==> config.mk <==
export PLATFORM = sky130hd
export DESIGN_NAME = hyperram_traffic_gen
export DESIGN_NICKNAME = d
export VERILOG_FILES = /design/src/rtl/hyperram_traffic_gen.sv
export SDC_FILE = /design/constraint.sdc
export NUM_CORES = 2
export LEC_CHECK = 0
export CAP_MARGIN = 20
export CELL_PAD_IN_SITES_DETAIL_PLACEMENT = 0
export CELL_PAD_IN_SITES_GLOBAL_PLACEMENT = 1
export CORE_MARGIN = 4
export CORE_UTILIZATION = 42
export CTS_BUF_LIST = sky130_fd_sc_hd__clkbuf_16
export DETAILED_ROUTE_END_ITERATION = 6
export PLACE_DENSITY_LB_ADDON = 0.05
export SLEW_MARGIN = 20
export SYNTH_ARGS = -nofsm -noshare
export SYNTH_HDL_FRONTEND = slang
export SYNTH_SLANG_ARGS = --single-unit
==> constraint.sdc <==
create_clock -name clk_i -period 6.7 [get_ports clk_i]
set_input_delay 1.34 -clock clk_i [delete_from_list [all_inputs] [get_ports clk_i]]
set_output_delay 1.34 -clock clk_i [all_outputs]
set_load 0.1 [all_outputs]
==> src/rtl/hyperram_traffic_gen.sv <==
// rtl/hyperram_traffic_gen.sv - multi-channel HyperRAM traffic generator and read-back checker
//
// Issues write, read or write-then-verify runs to NUM_CH controller channels
// through a shared ctrl_* command bus with per-channel chip selects. Read-back
// words are checked per channel against the same pattern that was written.
//
// Ports:
//   clk_i, reset_n_i          clock, asynchronous active-low reset
//   start_i, abort_i          single-cycle run request / abort
//   cfg_*_i                   run configuration, latched on start
//   ctrl_cs_o                 per-channel command strobe
//   ctrl_mode_o               2'b00 write, 2'b01 read (held between commands)
//   ctrl_addr_o, ctrl_num_words_o, ctrl_latency_o   latched command fields
//   ctrl_wr_data_o, ctrl_wr_data_valid_o             write word stream
//   ctrl_rd_data_i, ctrl_rd_data_valid_i             per-channel read words
//   busy_o, done_o, pass_o, timeout_o                run status
//   err_count_o, first_err_ch_o, first_err_idx_o     error statistics
module hyperram_traffic_gen #(
  parameter int unsigned       NUM_CH     = 4,
  parameter int unsigned       DATA_W     = 32,
  parameter int unsigned       CNT_W      = 32,
  parameter int unsigned       GAP_CYCLES = 64,
  parameter longint unsigned   TIMEOUT    = 65536,
  parameter logic [DATA_W-1:0] LFSR_TAPS  = DATA_W'(32'h80200003),
  localparam int unsigned      CH_W       = (NUM_CH > 1) ? $clog2(NUM_CH) : 1
) (
  input  logic                     clk_i,
  input  logic                     reset_n_i,
  input  logic                     start_i,
  input  logic                     abort_i,
  input  logic [1:0]               cfg_mode_i,
  input  logic [1:0]               cfg_pattern_i,
  input  logic [DATA_W-1:0]        cfg_seed_i,
  input  logic [NUM_CH-1:0]        cfg_ch_mask_i,
  input  logic [CNT_W-1:0]         cfg_addr_i,
  input  logic [CNT_W-1:0]         cfg_num_words_i,
  input  logic [2:0]               cfg_latency_i,
  output logic [NUM_CH-1:0]        ctrl_cs_o,
  output logic [1:0]               ctrl_mode_o,
  output logic [CNT_W-1:0]         ctrl_addr_o,
  output logic [CNT_W-1:0]         ctrl_num_words_o,
  output logic [2:0]               ctrl_latency_o,
  output logic [DATA_W-1:0]        ctrl_wr_data_o,
  output logic                     ctrl_wr_data_valid_o,
  input  logic [NUM_CH*DATA_W-1:0] ctrl_rd_data_i,
  input  logic [NUM_CH-1:0]        ctrl_rd_data_valid_i,
  output logic                     busy_o,
  output logic                     done_o,
  output logic                     pass_o,
  output logic                     timeout_o,
  output logic [CNT_W-1:0]         err_count_o,
  output logic [CH_W-1:0]          first_err_ch_o,
  output logic [CNT_W-1:0]         first_err_idx_o
);

  typedef enum logic [2:0] {
    S_IDLE,
    S_WR_CMD,
    S_WR_DATA,
    S_GAP,
    S_RD_CMD,
    S_RD_DATA,
    S_FINISH
  } state_t;

  localparam logic [15:0]      GAP_LAST = 16'(GAP_CYCLES - 1);
  localparam logic [CNT_W-1:0] TMO_LAST = CNT_W'(TIMEOUT - 1);

  // Pattern sequence: word 0 comes from pat_init, word k+1 = pat_next(word k).
  // An all-zero LFSR state would lock up, so a zero seed is replaced by 1.
  function automatic logic [DATA_W-1:0] pat_init(input logic [1:0] p, input logic [DATA_W-1:0] s);
    logic [DATA_W-1:0] r;
    r = s;
    if (p[1] && (s == '0)) r = DATA_W'(1);
    return r;
  endfunction

  function automatic logic [DATA_W-1:0] pat_next(input logic [1:0] p, input logic [DATA_W-1:0] x);
    logic [DATA_W-1:0] r;
    if (p[1])      r = (x >> 1) ^ (x[0] ? LFSR_TAPS : '0);
    else if (p[0]) r = x + DATA_W'(1);
    else           r = x;
    return r;
  endfunction

  state_t              state_q, state_d;
  logic [1:0]          mode_q, mode_d;
  logic [1:0]          pattern_q, pattern_d;
  logic [NUM_CH-1:0]   mask_q, mask_d;
  logic [CNT_W-1:0]    addr_q, addr_d;
  logic [CNT_W-1:0]    num_q, num_d;
  logic [2:0]          lat_q, lat_d;
  logic [1:0]          ctrl_mode_q, ctrl_mode_d;
  logic [DATA_W-1:0]   wr_pat_q, wr_pat_d;
  logic [CNT_W-1:0]    wr_cnt_q, wr_cnt_d;
  logic [15:0]         gap_cnt_q, gap_cnt_d;
  logic [CNT_W-1:0]    tmo_cnt_q, tmo_cnt_d;
  logic [CNT_W-1:0]    rd_cnt_q [NUM_CH];
  logic [CNT_W-1:0]    rd_cnt_d [NUM_CH];
  logic [DATA_W-1:0]   exp_q    [NUM_CH];
  logic [DATA_W-1:0]   exp_d    [NUM_CH];
  logic                busy_q, busy_d;
  logic                done_q, done_d;
  logic                pass_q, pass_d;
  logic                timeout_q, timeout_d;
  logic [CNT_W-1:0]    err_count_q, err_count_d;
  logic [CH_W-1:0]     first_ch_q, first_ch_d;
  logic [CNT_W-1:0]    first_idx_q, first_idx_d;

  logic                all_done;
  logic                ch_err;
  logic                err_hit;
  logic [CH_W-1:0]     hit_ch;
  logic [CNT_W-1:0]    hit_idx;
  logic [CNT_W-1:0]    err_add;
  logic [CNT_W:0]      sat_sum;

  always_comb begin
    state_d     = state_q;
    mode_d      = mode_q;
    pattern_d   = pattern_q;
    mask_d      = mask_q;
    addr_d      = addr_q;
    num_d       = num_q;
    lat_d       = lat_q;
    ctrl_mode_d = ctrl_mode_q;
    wr_pat_d    = wr_pat_q;
    wr_cnt_d    = wr_cnt_q;
    gap_cnt_d   = gap_cnt_q;
    tmo_cnt_d   = tmo_cnt_q;
    busy_d      = busy_q;
    done_d      = 1'b0;
    pass_d      = pass_q;
    timeout_d   = timeout_q;
    err_count_d = err_count_q;
    first_ch_d  = first_ch_q;
    first_idx_d = first_idx_q;
    ch_err      = 1'b0;
    err_hit     = 1'b0;
    hit_ch      = '0;
    hit_idx     = '0;
    err_add     = '0;
    sat_sum     = '0;
    all_done    = 1'b1;
    for (int i = 0; i < NUM_CH; i++) begin
      rd_cnt_d[i] = rd_cnt_q[i];
      exp_d[i]    = exp_q[i];
      if (mask_q[i] && (rd_cnt_q[i] != num_q)) all_done = 1'b0;
    end

    unique case (state_q)
      S_IDLE: begin
        if (start_i) begin
          mode_d      = cfg_mode_i;
          pattern_d   = cfg_pattern_i;
          mask_d      = cfg_ch_mask_i;
          addr_d      = cfg_addr_i;
          num_d       = cfg_num_words_i;
          lat_d       = cfg_latency_i;
          busy_d      = 1'b1;
          pass_d      = 1'b0;
          timeout_d   = 1'b0;
          err_count_d = '0;
          first_ch_d  = '0;
          first_idx_d = '0;
          wr_cnt_d    = '0;
          wr_pat_d    = pat_init(cfg_pattern_i, cfg_seed_i);
          for (int i = 0; i < NUM_CH; i++) begin
            rd_cnt_d[i] = '0;
            exp_d[i]    = pat_init(cfg_pattern_i, cfg_seed_i);
          end
          if ((cfg_ch_mask_i == '0) || (cfg_num_words_i == '0)) begin
            state_d = S_FINISH;
          end else if (cfg_mode_i == 2'd1) begin
            state_d     = S_RD_CMD;
            ctrl_mode_d = 2'b01;
          end else begin
            state_d     = S_WR_CMD;
            ctrl_mode_d = 2'b00;
          end
        end
      end

      S_WR_CMD: state_d = S_WR_DATA;

      S_WR_DATA: begin
        wr_pat_d = pat_next(pattern_q, wr_pat_q);
        wr_cnt_d = wr_cnt_q + CNT_W'(1);
        if (wr_cnt_q == num_q - CNT_W'(1)) begin
          gap_cnt_d = '0;
          state_d   = (mode_q == 2'd0) ? S_FINISH : S_GAP;
        end
      end

      S_GAP: begin
        gap_cnt_d = gap_cnt_q + 16'd1;
        if (gap_cnt_q == GAP_LAST) begin
          state_d     = S_RD_CMD;
          ctrl_mode_d = 2'b01;
        end
      end

      S_RD_CMD: begin
        tmo_cnt_d = '0;
        state_d   = S_RD_DATA;
      end

      S_RD_DATA: begin
        for (int i = 0; i < NUM_CH; i++) begin
          ch_err = 1'b0;
          if (ctrl_rd_data_valid_i[i] && mask_q[i]) begin
            if (rd_cnt_q[i] != num_q) begin
              // Data comparison only applies to write-then-verify (modes 2/3).
              if (mode_q[1] && (ctrl_rd_data_i[i*DATA_W +: DATA_W] != exp_q[i])) ch_err = 1'b1;
              rd_cnt_d[i] = rd_cnt_q[i] + CNT_W'(1);
              exp_d[i]    = pat_next(pattern_q, exp_q[i]);
            end else begin
              ch_err = 1'b1;
            end
          end
          if (ch_err) begin
            err_add = err_add + CNT_W'(1);
            if (!err_hit) begin
              err_hit = 1'b1;
              hit_ch  = CH_W'(i);
              hit_idx = rd_cnt_q[i];
            end
          end
        end
        // The count saturates and never wraps, so zero means no error recorded yet.
        if (err_hit && (err_count_q == '0)) begin
          first_ch_d  = hit_ch;
          first_idx_d = hit_idx;
        end
        sat_sum     = {1'b0, err_count_q} + {1'b0, err_add};
        err_count_d = sat_sum[CNT_W] ? '1 : sat_sum[CNT_W-1:0];
        tmo_cnt_d   = tmo_cnt_q + CNT_W'(1);
        if (all_done) begin
          state_d = S_FINISH;
        end else if (tmo_cnt_q == TMO_LAST) begin
          timeout_d = 1'b1;
          state_d   = S_FINISH;
        end
      end

      S_FINISH: begin
        done_d  = 1'b1;
        busy_d  = 1'b0;
        pass_d  = (err_count_q == '0) && !timeout_q;
        state_d = S_IDLE;
      end

      default: state_d = S_IDLE;
    endcase

    if (abort_i && (state_q != S_IDLE)) begin
      state_d = S_IDLE;
      busy_d  = 1'b0;
      pass_d  = 1'b0;
      done_d  = 1'b0;
    end
  end

  always_ff @(posedge clk_i or negedge reset_n_i) begin
    if (!reset_n_i) begin
      state_q     <= S_IDLE;
      mode_q      <= '0;
      pattern_q   <= '0;
      mask_q      <= '0;
      addr_q      <= '0;
      num_q       <= '0;
      lat_q       <= '0;
      ctrl_mode_q <= '0;
      wr_pat_q    <= '0;
      wr_cnt_q    <= '0;
      gap_cnt_q   <= '0;
      tmo_cnt_q   <= '0;
      busy_q      <= 1'b0;
      done_q      <= 1'b0;
      pass_q      <= 1'b0;
      timeout_q   <= 1'b0;
      err_count_q <= '0;
      first_ch_q  <= '0;
      first_idx_q <= '0;
      for (int i = 0; i < NUM_CH; i++) begin
        rd_cnt_q[i] <= '0;
        exp_q[i]    <= '0;
      end
    end else begin
      state_q     <= state_d;
      mode_q      <= mode_d;
      pattern_q   <= pattern_d;
      mask_q      <= mask_d;
      addr_q      <= addr_d;
      num_q       <= num_d;
      lat_q       <= lat_d;
      ctrl_mode_q <= ctrl_mode_d;
      wr_pat_q    <= wr_pat_d;
      wr_cnt_q    <= wr_cnt_d;
      gap_cnt_q   <= gap_cnt_d;
      tmo_cnt_q   <= tmo_cnt_d;
      busy_q      <= busy_d;
      done_q      <= done_d;
      pass_q      <= pass_d;
      timeout_q   <= timeout_d;
      err_count_q <= err_count_d;
      first_ch_q  <= first_ch_d;
      first_idx_q <= first_idx_d;
      for (int i = 0; i < NUM_CH; i++) begin
        rd_cnt_q[i] <= rd_cnt_d[i];
        exp_q[i]    <= exp_d[i];
      end
    end
  end

  // Strobes decode straight from the state so an asynchronous reset drops them at once.
  assign ctrl_cs_o            = ((state_q == S_WR_CMD) || (state_q == S_RD_CMD)) ? mask_q : '0;
  assign ctrl_wr_data_valid_o = (state_q == S_WR_DATA);
  assign ctrl_wr_data_o       = (state_q == S_WR_DATA) ? wr_pat_q : '0;
  assign ctrl_mode_o          = ctrl_mode_q;
  assign ctrl_addr_o          = addr_q;
  assign ctrl_num_words_o     = num_q;
  assign ctrl_latency_o       = lat_q;
  assign busy_o               = busy_q;
  assign done_o               = done_q;
  assign pass_o               = pass_q;
  assign timeout_o            = timeout_q;
  assign err_count_o          = err_count_q;
  assign first_err_ch_o       = first_ch_q;
  assign first_err_idx_o      = first_idx_q;

endmodule

==> impl_metrics.json <==
{
  "cp_data_required_time_ns": 7.22,
  "slew_headroom_pct": 27.3,
  "leakage_nw": 16.9,
  "status": "finished with violations",
  "synth.area.mux_share_pct": 1.26,
  "ys_seq_area_share_pct": 38.9,
  "powerDensity_nw_per_um2": 421,
  "synth_edf_count": 0,
  "fill_cells": 7583,
  "routedWlPerCell_um": 22.3,
  "synth_warnings": 0,
  "cp_common_cell": "inv_1",
  "period_minus_slack_ns": 5.74,
  "start_util_pct": 42.6,
  "fin_crit_sh_pct": 85.6,
  "ir_worst_vdd_mv": 0.256,
  "cts_hold_buf": 0,
  "rows": 102,
  "synth_xor_area_share_pct": 12.9,
  "grt_first_pass_wirelength_mm": 186,
  "path_clk_slew_ns": 0.06,
  "routed_wl_mm": 122,
  "cts_buffers": 61,
  "grt_pass1_vias": 29960,
  "critPathLaunchType": "primary input",
  "synth-compound-area-share_pct": 16.5,
  "crit_type": "in2reg",
  "synth-adder-area-share_pct": 0.889,
  "dieWidth_um": 289,
  "worstPathCellList": "clkdlybuf4s50_1 -> xnor2_1 -> nand4_1 -> nor4_1 -> a21boi_0 -> o21bai_1 -> inv_1 -> ha_1 -> xnor2_1 -> buf_4 -> ha_1 -> mux2_2 -> inv_1 -> fa_1 -> inv_1 -> a21o_1 -> a21oi_1 -> or2_2 -> nor2_1 -> nand2_1 -> buf_4 -> a21oi_1 -> nor2_1 -> a211oi_1",
  "grt-busiest-layer": "met2",
  "synth_area_um2": 33200,
  "slew_violations": 0,
  "tightest_slew_ns": 1.08,
  "yosysMostFrequentCell": "nand2_1",
  "yosysTopAreaCellShare_pct": 38.9,
  "critPathSlowestCell": "clkdlybuf4s50_1",
  "maxCapViolCount": 0,
  "clock_sinks": 517,
  "vias_per_cell": 5.72,
  "min_path_type": "reg2reg",
  "ant_nets": 0,
  "synth_area_leaders": "dfrtp_1 39%, xor2_1 8.9%, nand2_1 7.5%",
  "gp_congestion": 0.882,
  "post-cts-setup-buffers": 0,
  "fin_worst_hold_slack_ns": 0.470,
  "grtUsageMet1_pct": 38.6,
  "antenna_found_initial": 3,
  "dieArea_um2": 83700,
  "die_h_um": 289,
  "async_flop_share_pct": 100,
  "final_hold_viol_count": 0,
  "fin_util_pct": 51.5,
  "grt_max_degree": 143,
  "io_pins": 419,
  "violations": "design-rule violations",
  "numPortBuffers": 417,
  "drc": 1,
  "synth-seq-cells": 517,
  "fmax_mhz": 174,
  "arrival_ns": 6.26,
  "cts-htree-levels": 2,
  "synth_top_family_by_area": "simple AND/OR/NAND/NOR gates",
  "grt_usage_pct": 28.5,
  "grt.overflow.total": 0,
  "use_met3_pct": 3.88,
  "cts_resized": 0,
  "area_growth_pct": 20.9,
  "grt_setup_unrepaired": "no",
  "yosys.area.top_type": "dfrtp_1",
  "dpl.hpwl_mm": 89.2,
  "syn_area_per_cell_um2": 8.04,
  "synth-simple-area-share_pct": 25.1,
  "path_max_fanout": 11,
  "netlist_top_cells_count": "666 x nand2_1, 517 x dfrtp_1, 383 x nor2_1, 337 x xor2_1, 292 x o21ai_0",
  "finalSetupViolations": 0,
  "cts_tree": "built",
  "cts_max_path_buffers": 3,
  "root_buffer": "clkbuf_16",
  "first_pass_iters": 7,
  "synthFlopType": "dfrtp_1",
  "synth_cell_types": 78,
  "fin_setup_tns_ns": 0,
  "final_nets": 4655,
  "drive_above_1_share_pct": 4.73,
  "dr.first_iter.drc_count": 2478,
  "cp_slowest_stage_delay_ns": 0.42,
  "synthCells": 4135,
  "core_area_um2": 78000,
  "fin_worst_skew_ns": 0.0255,
  "worstSkewPairLatency_ns": 0.65,
  "vias": 31370,
  "cp-end-kind": "register",
  "use_met2_pct": 47.9
}
## layout make-up
class,count,area (um2),share of cell area [%]
Antenna cell,2,5.00,0.0125
Tap cell,1040,1300,3.24
Inverter,69,259,0.645
Clock inverter,51,375,0.934
Sequential cell,517,12900,32.2
Clock buffer,62,1550,3.86
Timing Repair Buffer,492,4800,11.9
Multi-Input combinational cell,3248,18900,47.2
## cell usage in the layout (no fill, tap or decap), types with 12 or more instances in the layout
cell / netlist / layout
o211ai_1: 37 / 37
or2_2: 14 / 14
nor3_1: 100 / 100
mux2i_1: 35 / 35
nand2_1: 666 / 663
nor2_1: 383 / 379
xor2_1: 337 / 337
and2_1: 33 / 32
clkdlybuf4s50_1: 0 / 414
nand3_1: 168 / 168
o31ai_1: 16 / 16
dfrtp_1: 517 / 516
a221oi_1: 41 / 40
a211oi_1: 31 / 30
o21ai_0: 292 / 292
a22o_1: 16 / 16
or3_1: 50 / 50
clkinv_1: 1 / 19
nor4_1: 115 / 115
xnor2_1: 154 / 154
buf_4: 2 / 71
a221o_1: 32 / 32
and3_1: 90 / 90
and4_1: 22 / 22
o21a_1: 12 / 12
clkbuf_16: 0 / 62
a21oi_1: 279 / 277
nand4_1: 91 / 91
a31oi_1: 67 / 67
inv_1: 67 / 81
nand2b_1: 12 / 12
ha_1: 22 / 22
## critical path: cells and delay by family
kind | cells | cell delay (ns)
AND/OR/NAND/NOR | 6 | 1.22
AO/OA/AOI/OAI | 6 | 1.20
buffers and inverters | 6 | 1.01
adder cells (fa/ha/maj) | 3 | 0.99
XOR/XNOR | 2 | 0.33
multiplexers | 1 | 0.16
## flip-flops by register name (all words and copies together), names as in the netlist
signal,count
exp_q,128
rd_cnt_q,128
ctrl_addr_o,32
ctrl_num_words_o,32
err_count_o,32
first_err_idx_o,32
tmo_cnt_q,32
wr_cnt_q,32
wr_pat_q,32
gap_cnt_q,16
mask_q,4
ctrl_latency_o,3
state_q,3
first_err_ch_o,2
mode_q,2
pattern_q,2
busy_o,1
ctrl_mode_o,1
done_o,1
pass_o,1
timeout_o,1
## power breakdown
| group | switching, mW | total, mW | internal [mW] |
|---|---|---|---|
| Clock | 1.44 | 3.30 | 1.86 |
| Combinational | 5.46 | 7.99 | 2.54 |
| Sequential | 1.74 | 5.62 | 3.87 |
| Total | 8.63 | 16.9 | 8.27 |
## metrics by stage
step                      instance area [um2]  total power [mW]  setup WS [ns]  std cells
after floorplan                         33200              10.9          0.663       4136
after global placement                  38200              13.6          0.420       5366
after global routing                    40200              17.9          0.667       5479
after detailed placement                38200              13.6          0.340       5366
final                                   40200              16.9          0.965       5481
after CTS                               40200              17.0          0.979       5479
## cell families (layout without fill, tap and decap cells)
| kind of cell | count (synthesis) | in the layout |
|---|---|---|
| xor+xnor | 491 | 491 |
| flops | 517 | 517 |
| buf+inv | 371 | 674 |
| other cells | 1 | 4 |
| simple gates | 1787 | 1787 |
| fa+ha+maj | 23 | 23 |
| compound gates | 904 | 904 |
| mux | 41 | 41 |
## per-layer routing
metal / routed length (um) / part of all wire (%) / vias up
met5: 0 / 0 / -
met4: 3590 / 2.9 / 0
met3: 7330 / 6.0 / 160
met2: 58100 / 48 / 984
met1: 53000 / 43 / 15182
li1: - / - / 15044
## path summary, 6_finish.rpt
path                                 startpoint               to  slack, ns  cells after the start
setup / recovery             ctrl_rd_data_i[38]  err_count_o[15]       0.96                     24
hold / removal                   ctrl_addr_o[2]   ctrl_addr_o[2]       0.47                      2
setup reg to reg           ctrl_num_words_o[12]  err_count_o[15]       1.12                     23
hold reg to reg                  ctrl_addr_o[2]   ctrl_addr_o[2]       0.47                      2
max in group asynchronous             reset_n_i        exp_q[82]       4.63                      2
min in group asynchronous             reset_n_i  ctrl_addr_o[12]       0.75                      1
(Power assumes the default switching activity.)
